--- src/rtl/div_acc_seq_if.sv ---
// rtl/div_acc_seq_if.sv - core-side bundle for the divide accelerator sequencer
interface div_acc_seq_if;
  logic        StartDiv102;
  logic [15:0] Divident;
  logic [15:0] Divisor;
  logic [15:0] LoopAddr;
  logic [15:0] JgtPc102;
  logic        Flush103;
  logic        Busy;
  logic        Stall;
  logic        AccMemWrEn;
  logic [15:0] AccMemAddr;
  logic [15:0] AccMemData;
  logic        AccDWrEn;
  logic        AccAWrEn;
  logic [15:0] AccRegData;
  logic        AccPcWrEn;
  logic [15:0] AccPc;
  logic        Reject;

  modport master (
    output StartDiv102, Divident, Divisor, LoopAddr, JgtPc102, Flush103,
    input  Busy, Stall, AccMemWrEn, AccMemAddr, AccMemData, AccDWrEn,
           AccAWrEn, AccRegData, AccPcWrEn, AccPc, Reject
  );

  modport slave (
    input  StartDiv102, Divident, Divisor, LoopAddr, JgtPc102, Flush103,
    output Busy, Stall, AccMemWrEn, AccMemAddr, AccMemData, AccDWrEn,
           AccAWrEn, AccRegData, AccPcWrEn, AccPc, Reject
  );
endinterface

--- src/rtl/div_acc_seq.sv ---
// rtl/div_acc_seq.sv - divide accelerator sequencer: stall, 16-cycle restoring divide, loop-exact write-back
module div_acc_seq #(
  parameter logic [15:0] QUOT_ADDR = 16'd1,
  parameter logic [15:0] DIVD_ADDR = 16'd2
) (
  input logic         Clk,
  input logic         Reset,
  div_acc_seq_if.slave bus
);

  localparam logic [2:0] S_IDLE     = 3'd0;
  localparam logic [2:0] S_CHECK    = 3'd1;
  localparam logic [2:0] S_DIV      = 3'd2;
  localparam logic [2:0] S_WB_Q     = 3'd3;
  localparam logic [2:0] S_WB_R     = 3'd4;
  localparam logic [2:0] S_REDIRECT = 3'd5;

  logic [2:0]  state_q, state_d;
  logic [15:0] dvd_q, dvd_d;
  logic [15:0] dvs_q, dvs_d;
  logic [15:0] loop_q, loop_d;
  logic [15:0] jpc_q, jpc_d;
  logic [15:0] rem_q, rem_d;
  logic [15:0] quo_q, quo_d;
  logic [4:0]  cnt_q, cnt_d;

  logic        reject_cond;
  logic [16:0] trial;
  logic [16:0] trial_sub;
  logic        rem_nz;
  logic [15:0] n_val;
  logic [15:0] rem_val;

  assign reject_cond = ($signed(dvs_q) <= 16'sd0) || ($signed(dvd_q) <= 16'sd0) ||
                       ($signed(dvd_q) <= $signed(dvs_q));

  // Shift the next dividend bit (held in the MSB of quo_q) into the partial remainder.
  assign trial     = {rem_q, quo_q[15]};
  assign trial_sub = trial - {1'b0, dvs_q};

  // The software loop overshoots by one iteration when the division is inexact.
  assign rem_nz  = |rem_q;
  assign n_val   = quo_q + {15'd0, rem_nz};
  assign rem_val = rem_nz ? (rem_q - dvs_q) : 16'h0000;

  always_comb begin
    state_d = state_q;
    dvd_d   = dvd_q;
    dvs_d   = dvs_q;
    loop_d  = loop_q;
    jpc_d   = jpc_q;
    rem_d   = rem_q;
    quo_d   = quo_q;
    cnt_d   = cnt_q;
    case (state_q)
      S_IDLE: begin
        if (bus.StartDiv102 && !bus.Flush103) begin
          dvd_d   = bus.Divident;
          dvs_d   = bus.Divisor;
          loop_d  = bus.LoopAddr;
          jpc_d   = bus.JgtPc102;
          state_d = S_CHECK;
        end
      end
      S_CHECK: begin
        if (reject_cond) begin
          state_d = S_IDLE;
        end else begin
          rem_d   = 16'd0;
          quo_d   = dvd_q;
          cnt_d   = 5'd0;
          state_d = S_DIV;
        end
      end
      S_DIV: begin
        if (!trial_sub[16]) begin
          rem_d = trial_sub[15:0];
          quo_d = {quo_q[14:0], 1'b1};
        end else begin
          rem_d = trial[15:0];
          quo_d = {quo_q[14:0], 1'b0};
        end
        cnt_d = cnt_q + 5'd1;
        if (cnt_q == 5'd15) begin
          state_d = S_WB_Q;
        end
      end
      S_WB_Q:     state_d = S_WB_R;
      S_WB_R:     state_d = S_REDIRECT;
      S_REDIRECT: state_d = S_IDLE;
      default:    state_d = S_IDLE;
    endcase
  end

  always_ff @(posedge Clk) begin
    if (Reset) begin
      state_q <= S_IDLE;
      dvd_q   <= 16'd0;
      dvs_q   <= 16'd0;
      loop_q  <= 16'd0;
      jpc_q   <= 16'd0;
      rem_q   <= 16'd0;
      quo_q   <= 16'd0;
      cnt_q   <= 5'd0;
    end else begin
      state_q <= state_d;
      dvd_q   <= dvd_d;
      dvs_q   <= dvs_d;
      loop_q  <= loop_d;
      jpc_q   <= jpc_d;
      rem_q   <= rem_d;
      quo_q   <= quo_d;
      cnt_q   <= cnt_d;
    end
  end

  always_comb begin
    bus.Busy       = (state_q != S_IDLE);
    bus.Stall      = (state_q != S_IDLE);
    bus.AccMemWrEn = 1'b0;
    bus.AccMemAddr = 16'd0;
    bus.AccMemData = 16'd0;
    bus.AccDWrEn   = 1'b0;
    bus.AccAWrEn   = 1'b0;
    bus.AccRegData = 16'd0;
    bus.AccPcWrEn  = 1'b0;
    bus.AccPc      = 16'd0;
    bus.Reject     = 1'b0;
    case (state_q)
      S_CHECK: bus.Reject = reject_cond;
      S_WB_Q: begin
        bus.AccMemWrEn = 1'b1;
        bus.AccMemAddr = QUOT_ADDR;
        bus.AccMemData = n_val;
      end
      S_WB_R: begin
        bus.AccMemWrEn = 1'b1;
        bus.AccMemAddr = DIVD_ADDR;
        bus.AccMemData = rem_val;
        bus.AccDWrEn   = 1'b1;
        bus.AccRegData = rem_val;
      end
      S_REDIRECT: begin
        bus.AccAWrEn   = 1'b1;
        bus.AccRegData = loop_q;
        bus.AccPcWrEn  = 1'b1;
        bus.AccPc      = jpc_q + 16'd1;
      end
      default: ;
    endcase
  end

endmodule

--- src/flat_wrapper.sv ---
// flat-port wrapper written by rule: the top's interface ports become plain ports
module div_acc_seq_flat 
#(
  parameter logic [15:0] QUOT_ADDR = 16'd1,
  parameter logic [15:0] DIVD_ADDR = 16'd2
)
  (Clk, Reset, bus_StartDiv102, bus_Divident, bus_Divisor, bus_LoopAddr, bus_JgtPc102, bus_Flush103, bus_Busy, bus_Stall, bus_AccMemWrEn, bus_AccMemAddr, bus_AccMemData, bus_AccDWrEn, bus_AccAWrEn, bus_AccRegData, bus_AccPcWrEn, bus_AccPc, bus_Reject);
  div_acc_seq_if bus_i ();
  input logic Clk;
  input logic Reset;
  input wire logic [$bits(bus_i.StartDiv102)-1:0] bus_StartDiv102;
  input wire logic [$bits(bus_i.Divident)-1:0] bus_Divident;
  input wire logic [$bits(bus_i.Divisor)-1:0] bus_Divisor;
  input wire logic [$bits(bus_i.LoopAddr)-1:0] bus_LoopAddr;
  input wire logic [$bits(bus_i.JgtPc102)-1:0] bus_JgtPc102;
  input wire logic [$bits(bus_i.Flush103)-1:0] bus_Flush103;
  output wire logic [$bits(bus_i.Busy)-1:0] bus_Busy;
  output wire logic [$bits(bus_i.Stall)-1:0] bus_Stall;
  output wire logic [$bits(bus_i.AccMemWrEn)-1:0] bus_AccMemWrEn;
  output wire logic [$bits(bus_i.AccMemAddr)-1:0] bus_AccMemAddr;
  output wire logic [$bits(bus_i.AccMemData)-1:0] bus_AccMemData;
  output wire logic [$bits(bus_i.AccDWrEn)-1:0] bus_AccDWrEn;
  output wire logic [$bits(bus_i.AccAWrEn)-1:0] bus_AccAWrEn;
  output wire logic [$bits(bus_i.AccRegData)-1:0] bus_AccRegData;
  output wire logic [$bits(bus_i.AccPcWrEn)-1:0] bus_AccPcWrEn;
  output wire logic [$bits(bus_i.AccPc)-1:0] bus_AccPc;
  output wire logic [$bits(bus_i.Reject)-1:0] bus_Reject;
  assign bus_i.StartDiv102 = bus_StartDiv102;
  assign bus_i.Divident = bus_Divident;
  assign bus_i.Divisor = bus_Divisor;
  assign bus_i.LoopAddr = bus_LoopAddr;
  assign bus_i.JgtPc102 = bus_JgtPc102;
  assign bus_i.Flush103 = bus_Flush103;
  assign bus_Busy = bus_i.Busy;
  assign bus_Stall = bus_i.Stall;
  assign bus_AccMemWrEn = bus_i.AccMemWrEn;
  assign bus_AccMemAddr = bus_i.AccMemAddr;
  assign bus_AccMemData = bus_i.AccMemData;
  assign bus_AccDWrEn = bus_i.AccDWrEn;
  assign bus_AccAWrEn = bus_i.AccAWrEn;
  assign bus_AccRegData = bus_i.AccRegData;
  assign bus_AccPcWrEn = bus_i.AccPcWrEn;
  assign bus_AccPc = bus_i.AccPc;
  assign bus_Reject = bus_i.Reject;
  div_acc_seq #(.QUOT_ADDR(QUOT_ADDR), .DIVD_ADDR(DIVD_ADDR)) u_core (.Clk(Clk), .Reset(Reset), .bus(bus_i));
endmodule
--- config.mk ---
export PLATFORM = sky130hd
export DESIGN_NAME = div_acc_seq_flat
export DESIGN_NICKNAME = d
export VERILOG_FILES = /design/src/rtl/div_acc_seq_if.sv /design/src/rtl/div_acc_seq.sv /design/src/flat_wrapper.sv
export SDC_FILE = /design/constraint.sdc
export NUM_CORES = 1
export LEC_CHECK = 0
export BUFFER_PORTS_ARGS = -buffer_cell sky130_fd_sc_hd__buf_2
export CAP_MARGIN = 5
export CORE_ASPECT_RATIO = 1.4
export CORE_UTILIZATION = 32
export DETAILED_ROUTE_END_ITERATION = 16
export PLACE_DENSITY_LB_ADDON = 0.08
export SLEW_MARGIN = 15
export SYNTH_ARGS = -nofsm -noshare
export SYNTH_HDL_FRONTEND = slang
export SYNTH_SLANG_ARGS = --single-unit
export TNS_END_PERCENT = 20
--- constraint.sdc ---
create_clock -name Clk -period 3.5 [get_ports Clk]
set_clock_uncertainty 0.2 [all_clocks]
set_input_delay 0.7 -clock Clk [delete_from_list [all_inputs] [get_ports Clk]]
set_output_delay 0.7 -clock Clk [all_outputs]
set_load 0.02 [all_outputs]
## Yosys cells after proc, flatten, opt, wreduce, memory -nomap -nowiden

Index checks and enable logic that the tools add are counted.
W data, S select, Z words.

| cells by class | value |
|---|---|
| $lt $le $gt $ge | 3 |
| multiplexer cells | 21 |
| eq/ne operators | 9 |
| add/sub/neg operators | 5 |
| reduce and logical (&&, ||, !) cells | 12 |

Operator list:

| operator | number |
|---|---|
| $pmux W16 S2 | 4 |
| $mux W16 | 5 |
| $le A16 B1 Y1 const B | 2 |
| $sub A17 B16 Y17 | 1 |
| $add A16 B1 Y16 | 1 |
| $add A16 B1 Y16 const B | 1 |
| $le A16 B16 Y1 | 1 |
| $reduce_or A16 Y1 | 1 |
| $sub A16 B16 Y16 | 1 |
| $pmux W3 S5 | 1 |
| $pmux W5 S2 | 1 |
| $eq A3 B2 Y1 const B | 2 |
| $eq A3 B3 Y1 const B | 2 |
| $mux W3 | 2 |
| $reduce_and A2 Y1 | 3 |
| $add A5 B1 Y5 const B | 1 |
| $eq A5 B4 Y1 const B | 1 |
| $mux W1 | 5 |
| $mux W5 | 1 |
| $ne A2 B1 Y1 const B | 2 |
| $pmux W2 S2 | 1 |
| $eq A3 B1 Y1 const B | 1 |
| $logic_not A3 Y1 | 1 |
| $reduce_bool A3 Y1 | 1 |
| 7 further kinds | 8 |

| word-level totals | value |
|---|---|
| bits in registers | 104 |
| output and inout port bits | 71 |
| word-level logic and storage cells | 58 |
| input bits | 68 |

## Depth between registers and ports, before layout

| logic depth | value |
|---|---|
| depth in word-level cells | 5 |
| depth in mapped cells | 12 |
| mapped depth without buffers | 11 |

## Worst setup path before layout

OpenSTA, ideal clock, no wires.

| timing path | value |
|---|---|
| kind | reg2out |
| start point | reg u_core.rem_q[0] |
| end point | out bus_AccRegData[12] |
| stages on the path, launching flop included | 12 |
| arrival | 2707 ps |
| path slack | -107 ps |
| buffers on the path | 0 |
| required time | 2600 ps |
| path through | dfxtp_1 -> inv_1 -> ha_1 -> inv_1 -> fa_1 -> a211oi_1 -> o21ai_0 -> a211o_1 -> a21o_1 -> a21oi_1 -> xor2_1 -> o21ai_0 |

| on the way | value |
|---|---|
| cells in the longest elaborated chain, start to end | 3 |
| elaborated cells between the ends (all ways) | 4 |
| classes of those cells | add/sub: 1; mux: 2; reduce/logical: 1 |

Ends and longest elaborated chain:

| item | line | source |
|---|---|---|
| from (decl) | div_acc_seq.sv:23 | `logic [15:0] rem_q, rem_d;` |
| from (signal assigned) | div_acc_seq.sv:111 | `rem_q <= rem_d;` |
| $sub A16 B16 Y16 or $reduce_or A16 Y1 (tied branches) | div_acc_seq.sv:44, div_acc_seq.sv:42 |  |
| $mux W16 * | div_acc_seq.sv:44 | `assign rem_val = rem_nz ? (rem_q - dvs_q) : 16'h0000;` |
| $pmux W16 S2 * | div_acc_seq.sv:129 | `case (state_q)` |
| to (decl) | flat_wrapper.sv:24 | `output wire logic [$bits(bus_i.AccRegData)-1:0] bus_AccRegData;` |

Mark *: on every way between the ends. The rest lies on a longest branch, timed or not.

## Worst setup path in the final report

| timing path | value |
|---|---|
| start point | reg u_core.rem_q[0] |
| end point | out bus_AccRegData[14] |

Same word-level chain as after synthesis.

==> out/qor.yml <==
layout_common_cells: "176 x nand2_1, 113 x buf_2, 100 x dfxtp_1, 97 x a21oi_1, 89 x buf_4"
syn_to_final_growth_pct: 26.4
status: "finished, violations left"
min_to: "u_core.loop_q[2]"
n_fill_cell: 2381
drive_gt1_share_pct: 24.4
ir_drop_v: 0.000240
cp_max_fo: 3
slew_viol_final: 0
setup_ws_ns: -0.291
ys.flop_type: "dfxtp_1"
synthArstFlopShare_pct: 0
gr-total-overflow: 0
clock_sinks: 104
avgViaCountPerCell: 5.02
synth_area_sq_um: 7070
ys_top_cells_by_area: "dfxtp_1 29%, nand2_1 9.5%, ha_1 9.2%"
fin_crit_sh_pct: 108
clock.fmax_ghz: 0.264
ctsRootBufferMaster: "clkbuf_16"
grt_antenna_before_repair: 0
fin_cells: 1398
cp_data_arrival_time_ns: 2.89
cts_made_buffers: 9
nNetsFinal: 1219
setup_violations: 15
ctsHtreeMaxLevel: 3
reg2reg_depth: 10
hold_viol: 0
synth_cells: 927
drv_cap: 0
wl_per_cell_microns: 16.8
grt_pass1_vias: 6664
netlist.area_leader.share_pct: 29.5
dpl.cell_count: 1378
end_kind: "output port"
n_antenna_cell: 0
synth-seq-area-share_pct: 29.5
final_common_cell: "nand2_1"
start_kind: "flop"
detailroute.via_count: 7013
rsz0062_at_grt: "true"
grt_max_degree: 62
drt.antenna.violating_nets: 0
design.die.area_sq_um: 22700
clk_latency_ns: 0.37
synth_edf_count: 0
hpwl_microns: 18800
place.gp.congestion: 0.822
io_buffers: 124
finalCriticalPeriod_ns: 3.79
yosysTopAreaCell: "dfxtp_1"
drc: 0
die_h_microns: 178
start_util_pct: 32.5
grt_usage_pct: 21.1
rows: 64
core_sq_um: 21800
drt-total-wl_microns: 23500
worstSetupPathType: "flop to output port"
hold_depth: 2
cts_buffer_depth: 2
hp-class: "flop to flop"
timing.setup.tns_ns: -2.04
r2r_setup_slack_ns: 0.28
powerDensity_nw_per_um2: 349
violations: "negative setup slack"
fin_util_pct: 41.0
post_synth_num_cell_types: 59
die_x_microns: 128
ys_seq_elements: 104
grt_pass1_wl_microns: 36300
drtIter0Drc: 325
io_pins: 139
drt-pass1-iter-count: 4
cp.required_ns: 2.60
fin_hold_ws_ns: 0.258
rr_startpoint: "u_core.rem_q[0]"
power.leakage_nw: 4.06
cts_tree: "done"
tightest_slew_ns: 0.668
dp_slack_ns: -0.104
syn_avg_cell_area_sq_um: 7.63
relSlewSlack_pct: 55.5
clk_pin_slew_ns: 0.08
rr_endpoint: "u_core.rem_q[13]"
yosysWarnings: 0
hp-start: "u_core.loop_q[2]"
-- power by group --
| group | switching, mW | internal (mW) |
|---|---|---|
| Sequential | 0.0538 | 1.23 |
| Clock | 0.506 | 0.492 |
| Combinational | 0.449 | 0.387 |
-- worst max path at each step --
stage,start,to,cells after the start
after floorplan,u_core.rem_q[0],bus_AccRegData[14],11
after global placement,u_core.rem_q[0],bus_AccRegData[14],12
after detailed placement,u_core.rem_q[0],bus_AccRegData[14],12
after CTS,u_core.rem_q[0],bus_AccRegData[14],12
after global routing,u_core.rem_q[0],bus_AccRegData[14],12
final,u_core.rem_q[0],bus_AccRegData[14],12
-- through the flow --
stage | total power [mW] | area (sq um)
floorplan | 1.82 | 7120
global placement | 2.10 | 8400
detailed placement | 2.10 | 8400
CTS | 3.14 | 8820
global route | 3.28 | 8930
finish | 3.12 | 8930
-- area by class of cell --
cell class                 count  area [sq um]  share of cell area (%)
sequential                   104          2090                    23.4
clock inverter                 6          50.0                   0.560
tap                          297           372                    4.16
timing repair buffer         207          1320                    14.7
multi-input combinational    740          4750                    53.2
inverter                      35           131                    1.47
clock buffer                   9           225                    2.52
-- synthesized netlist by cell type, types with 19 or more instances --
library cell and number:
nor2_1 66, o21ai_0 29, xor2_1 19, nand2_1 179, inv_1 33, clkbuf_1 37, a21oi_1 101, a211oi_1 22
nand3_1 20, xnor2_1 24, dfxtp_1 104, ha_1 52, buf_4 19, mux2i_1 30
-- cells by family (layout without fill, tap and decap cells) --
group,Yosys count,after routing,synth area share [%]
AO/OA/AOI/OAI,232,232,20.7
other,1,14,0.0530
flip-flops,104,104,29.5
AND/OR/NAND/NOR,366,366,23.6
adder cells (fa/ha/maj),54,54,9.77
buffers and inverters,96,257,6.58
multiplexers,31,31,4.57
XOR/XNOR,43,43,5.33
-- routing by layer --
layer	up-vias	global-route usage [%]	wire (microns)	part of all wire [%]
met5	-	0	0	0
met4	0	11.6	1180	5.0
met3	43	3.62	921	3.9
met2	163	37.2	11600	49
met1	3221	24.0	9820	42
li1	3586	-	-	-
-- worst max-delay path, stage by stage (launching register included) --
cell      delay (ns)
dfxtp_2         0.33
inv_2           0.07
ha_4            0.13
inv_2           0.03
fa_2            0.36
a211oi_4        0.29
o21ai_2         0.09
a211o_1         0.32
a21oi_2         0.13
nor2_1          0.06
or4_4           0.42
nand4_1         0.12
buf_4           0.15
-- flip-flops by register name, indices dropped and copies added (netlist names) --
signal / flops
u_core.quo_q: 16
u_core.cnt_q: 5
u_core.dvd_q: 16
u_core.state_q: 3
u_core.loop_q: 16
u_core.dvs_q: 16
u_core.rem_q: 16
u_core.jpc_q: 16
-- repair_timing --
action	CTS	global route
resized for setup	40	25
setup endpoints to repair	23	21
setup buffers	5	0
endpoints found under the hold margin	0	0
hold buffers	0	0
pin swaps	11	7
No activity file was read; power rests on OpenSTA's default activity.
